## src/rtl/fetch_unit.sv

```systemverilog
// Instruction-fetch stage: program counter, memory request/ack handshake and
// instruction register. Optional fetch timeout is enabled with FETCH_TIMEOUT_EN.
module fetch_unit #(
    parameter int unsigned        DATA_W         = 16,
    parameter logic [DATA_W-1:0]  RESET_PC       = 16'h0000,
    parameter int unsigned        PC_STEP        = 2,
    parameter int unsigned        TIMEOUT_CYCLES = 64
) (
    input  logic              CLK,
    input  logic              Reset_n,
    input  logic [DATA_W-1:0] NextPC,
    input  logic              Advance,
    input  logic              MemAck,
    input  logic [DATA_W-1:0] MemData,
    output logic [DATA_W-1:0] PC,
    output logic [DATA_W-1:0] PCPlus,
    output logic              MemReq,
    output logic [DATA_W-1:0] MemAddr,
    output logic [DATA_W-1:0] IR,
    output logic              IRValid,
    output logic              FetchErr
);

    typedef enum logic [1:0] {
        ST_IDLE  = 2'b00,
        ST_FETCH = 2'b01,
        ST_READY = 2'b10
    } state_t;

    // Instructions are half-word aligned, so the PC LSB is forced to zero.
    localparam logic [DATA_W-1:0] ALIGN_MASK_C = ~{{(DATA_W-1){1'b0}}, 1'b1};
    localparam logic [DATA_W-1:0] STEP_C       = DATA_W'(PC_STEP);
    localparam logic [DATA_W-1:0] RESET_PC_C   = RESET_PC & ALIGN_MASK_C;

    state_t            state_r;
    logic [DATA_W-1:0] pc_r;
    logic [DATA_W-1:0] ir_r;
    logic              irvalid_r;
    logic              memreq_r;
    logic [DATA_W-1:0] next_pc_s;

`ifdef FETCH_TIMEOUT_EN
    localparam int unsigned     CNT_W      = $clog2(TIMEOUT_CYCLES + 1);
    localparam logic [CNT_W-1:0] TMO_LAST_C = CNT_W'(TIMEOUT_CYCLES - 1);
    logic [CNT_W-1:0] tmo_cnt_r;
    logic             fetcherr_r;
`endif

    assign next_pc_s = NextPC & ALIGN_MASK_C;

    // Fetch FSM with all datapath registers; reset has priority over every input.
    always_ff @(posedge CLK) begin
        if (!Reset_n) begin
            state_r   <= ST_IDLE;
            pc_r      <= RESET_PC_C;
            ir_r      <= {DATA_W{1'b0}};
            irvalid_r <= 1'b0;
            memreq_r  <= 1'b0;
`ifdef FETCH_TIMEOUT_EN
            tmo_cnt_r  <= {CNT_W{1'b0}};
            fetcherr_r <= 1'b0;
`endif
        end else begin
            case (state_r)
                ST_IDLE: begin
                    state_r  <= ST_FETCH;
                    memreq_r <= 1'b1;
`ifdef FETCH_TIMEOUT_EN
                    tmo_cnt_r <= {CNT_W{1'b0}};
`endif
                end
                ST_FETCH: begin
                    if (MemAck) begin
                        ir_r      <= MemData;
                        irvalid_r <= 1'b1;
                        memreq_r  <= 1'b0;
                        state_r   <= ST_READY;
                    end
`ifdef FETCH_TIMEOUT_EN
                    else if (tmo_cnt_r == TMO_LAST_C) begin
                        // Drop the request; IDLE re-issues it from the same PC.
                        fetcherr_r <= 1'b1;
                        memreq_r   <= 1'b0;
                        state_r    <= ST_IDLE;
                    end else begin
                        tmo_cnt_r <= tmo_cnt_r + CNT_W'(1);
                    end
`else
                    else begin
                        memreq_r <= 1'b1;
                    end
`endif
                end
                ST_READY: begin
                    if (Advance) begin
                        pc_r      <= next_pc_s;
                        irvalid_r <= 1'b0;
                        memreq_r  <= 1'b1;
                        state_r   <= ST_FETCH;
`ifdef FETCH_TIMEOUT_EN
                        tmo_cnt_r <= {CNT_W{1'b0}};
`endif
                    end else begin
                        irvalid_r <= 1'b1;
                    end
                end
                default: begin
                    state_r   <= ST_IDLE;
                    memreq_r  <= 1'b0;
                    irvalid_r <= 1'b0;
                end
            endcase
        end
    end

    assign PC      = pc_r;
    assign PCPlus  = pc_r + STEP_C;
    assign MemAddr = pc_r;
    assign MemReq  = memreq_r;
    assign IR      = ir_r;
    assign IRValid = irvalid_r;
`ifdef FETCH_TIMEOUT_EN
    assign FetchErr = fetcherr_r;
`else
    assign FetchErr = 1'b0;
`endif

endmodule

```

## config.mk

```make
export PLATFORM = sky130hd
export DESIGN_NAME = fetch_unit
export DESIGN_NICKNAME = d
export VERILOG_FILES = /design/src/rtl/fetch_unit.sv
export SDC_FILE = /design/constraint.sdc
export NUM_CORES = 1
export LEC_CHECK = 0
export CORE_AREA = 10 10 93 95
export CTS_CLUSTER_DIAMETER = 30
export DETAILED_ROUTE_END_ITERATION = 6
export DIE_AREA = 0 0 103 105
export MAX_ROUTING_LAYER = met4
export SLEW_MARGIN = 5
export SYNTH_ARGS = -nofsm -noshare
export SYNTH_HDL_FRONTEND = slang
export SYNTH_SLANG_ARGS = --single-unit
```

## constraint.sdc

```tcl
create_clock -name CLK -period 1.95 [get_ports CLK]
set_clock_uncertainty 0.1 [all_clocks]
set_input_delay 0.39 -clock CLK [delete_from_list [all_inputs] [get_ports CLK]]
set_output_delay 0.39 -clock CLK [all_outputs]
set_load 0.02 [all_outputs]
```

==> flow_summary.json <==
{
  "syn-mean-instance-area_sq_um": 7.85,
  "ff2ff_setup_slack_ps": 360,
  "endpoint_kind": "output pin",
  "hp-start": "IR[2]",
  "syn_inst": 222,
  "r2r_end": "IR[9]",
  "cts_max_level": 2,
  "fin_ws_ps": -129,
  "wl_per_cell_um": 13.5,
  "coreArea_sq_um": 6760,
  "period_minus_slack_ps": 2080,
  "io_buffers": 97,
  "slew_violations": 0,
  "drt_first_pass_iters": 4,
  "finalSetupTns_ps": -432,
  "arrival_ps": 1590,
  "fillers": 678,
  "route.final.wire_length_um": 5630,
  "r2r.worst_path.cells": 5,
  "p_total_uw": 1670,
  "vias": 1808,
  "maxCapViolCount": 0,
  "drc": 0,
  "p_leak_uw": 0.00154,
  "viasPerCell": 4.35,
  "ir_drop_mv": 0.367,
  "status": "finished with violations",
  "violations": "negative setup slack",
  "finalCritPeriodShare_pct": 107,
  "die_area_sq_um": 10800,
  "dieWidth_um": 103,
  "syn_area_sq_um": 1740,
  "drive_gt1_share_pct": 21.1,
  "post-dp-hpwl_um": 4390,
  "antenna_found_initial": 0,
  "grt_pass1_wl_um": 8570,
  "holdPathEnd": "IR[2]",
  "slew_headroom_pct": 62.0,
  "die_h_um": 105,
  "ioPinCount": 103,
  "worstReg2RegStart": "state_r[1]",
  "hold_depth": 2,
  "fin_hold_ws_ps": 353,
  "grt_overflow": 0,
  "yosys.cell_types.count": 28,
  "hold_violations": 0,
  "track_usage_pct": 9.95,
  "rows": 30,
  "fin_area_sq_um": 3130,
  "clk_pin_slew_ps": 70,
  "power.density_nw_per_um2": 534,
  "ys_warn_count": 0,
  "nNetsFinal": 376,
  "place_congestion": 0.784,
  "cts.path.max_buffers": 2,
  "tightest_slew_ps": 569,
  "grt_max_degree": 28,
  "dpl_cell_area_sq_um": 2850,
  "grt_pass1_vias": 1775,
  "crit_type": "reg -> out",
  "crit_fanout": 5,
  "startpoint_type": "flip-flop",
  "insertion_delay_ps": 280,
  "cp_data_required_time_ps": 1460,
  "cts_root_buf": "clkbuf_8",
  "hp-class": "reg -> reg",
  "rsz0062_at_grt": "true",
  "ys_ff_latch": 35,
  "area_growth_pct": 79.6,
  "cts_tree": "built",
  "start_util_pct": 25.8,
  "antenna_cells": 0,
  "drtIter0Drc": 65,
  "numCtsBuffers": 5,
  "fin_util_pct": 46.3,
  "ant_nets": 0,
  "cts_sinks": 35,
  "finalSetupViolCount": 5,
  "fmax_mhz": 481,
  "seq_area_frac_synth_pct": 40.2
}
[layer usage]
metal | vias up | routed length [um] | track usage [%]
met4 | 0 | 13 | 2.68
met5 | - | 0 | -
met2 | 63 | 2870 | 17.0
met3 | 3 | 550 | 3.82
li1 | 920 | - | -
met1 | 822 | 2200 | 10.4
[worst max-delay path by stage]
| stage | slack (ps) | endpoint | cells after the start | startpoint |
|---|---|---|---|---|
| finish | -130 | PCPlus[13] | 6 | MemAddr[2] |
| global route | -220 | PCPlus[13] | 6 | MemAddr[2] |
| CTS | -160 | PCPlus[13] | 6 | MemAddr[2] |
| detailed placement | -410 | PCPlus[15] | 5 | MemAddr[2] |
| global placement | -350 | PCPlus[15] | 5 | MemAddr[1] |
| floorplan | 20 | PCPlus[15] | 4 | MemAddr[1] |
[power breakdown]
group | switching, uW | internal [uW]
registers | 24.7 | 754
clock network | 247 | 251
logic | 199 | 198
[what timing repair did]
item	in CTS	in global routing
buffers inserted	5	5
hold buffers	0	0
gates cloned	0	0
setup endpoints to repair	14	27
pin swaps	5	10
gates resized for setup	66	35
[per-stage QoR]
stage	instances	worst slack (ps)
after floorplan	225	16.7
after global placement	398	-355
after detailed placement	398	-405
after CTS	411	-159
after global routing	416	-220
final	416	-129
[sequential cells by signal (all words and copies together) (netlist names)]
name     cells
state_r      2
IR          16
MemAddr     15
IRValid      1
MemReq       1
[cells in the mapped netlist, drive strengths merged]
cell type	instances	area share, %
o21ai	4	1.1
xor2	9	4.5
ha	5	3.6
o2111ai	1	0.50
nor2b	2	0.72
conb	1	0.22
a21oi	34	9.8
xnor2	4	2.0
clkbuf	5	1.1
buf	23	9.3
a2bb2oi	1	0.50
nand3	5	2.4
inv	8	1.7
nand4	2	1.6
dfxtp	35	40
nor2	4	0.86
nand2b	2	0.72
and2	2	0.72
o311a	1	0.57
nor4	3	2.2
nand2	67	14
nor3	4	1.1
[placed cells by master, fill, tap and decap left out, types with 3 or more instances in the layout]
cell	netlist	layout
nand2_1	67	67
clkdlybuf4s50_1	0	67
buf_4	20	35
a21oi_1	34	34
dfxtp_1	35	29
dlymetal6s2s_1	0	14
inv_1	8	8
xor2_1	9	7
buf_6	0	7
dfxtp_2	0	5
clkbuf_8	0	5
xnor2_1	4	4
o21ai_0	4	4
ha_1	5	4
conb_1	1	4
dlygate4sd2_1	0	4
nand3_1	3	3
nor4_4	0	3
nor3_4	0	3
[final cells by class]
type                       instances  area (sq um)  share of cell area [%]
sequential                        35           711                    22.7
inverter                           8          30.0                   0.959
clock inverter                     1          5.00                   0.160
timing repair buffer             131          1260                    40.3
multi-input combinational        154           946                    30.2
clock buffer                       7          76.3                    2.44
tap                               80           100                    3.20
[critical path, stage by stage, from the launching register on]
cell,delay [ps]
dfxtp_4,370
ha_4,150
nand3_4,100
buf_6,130
nor4_4,250
xor2_2,180
buf_6,140
[cells by family after synthesis]
| family | share of synthesized area, % |
|---|---|
| and+or+nand+nor | 24.8 |
| AOI/OAI and AO/OA | 12.5 |
| buffers and inverters | 12.2 |
| DFF | 40.2 |
| xor gates and xnor gates | 6.53 |
| adders and majority gates | 3.59 |
| other | 0.215 |
(Power assumes the default switching activity.)
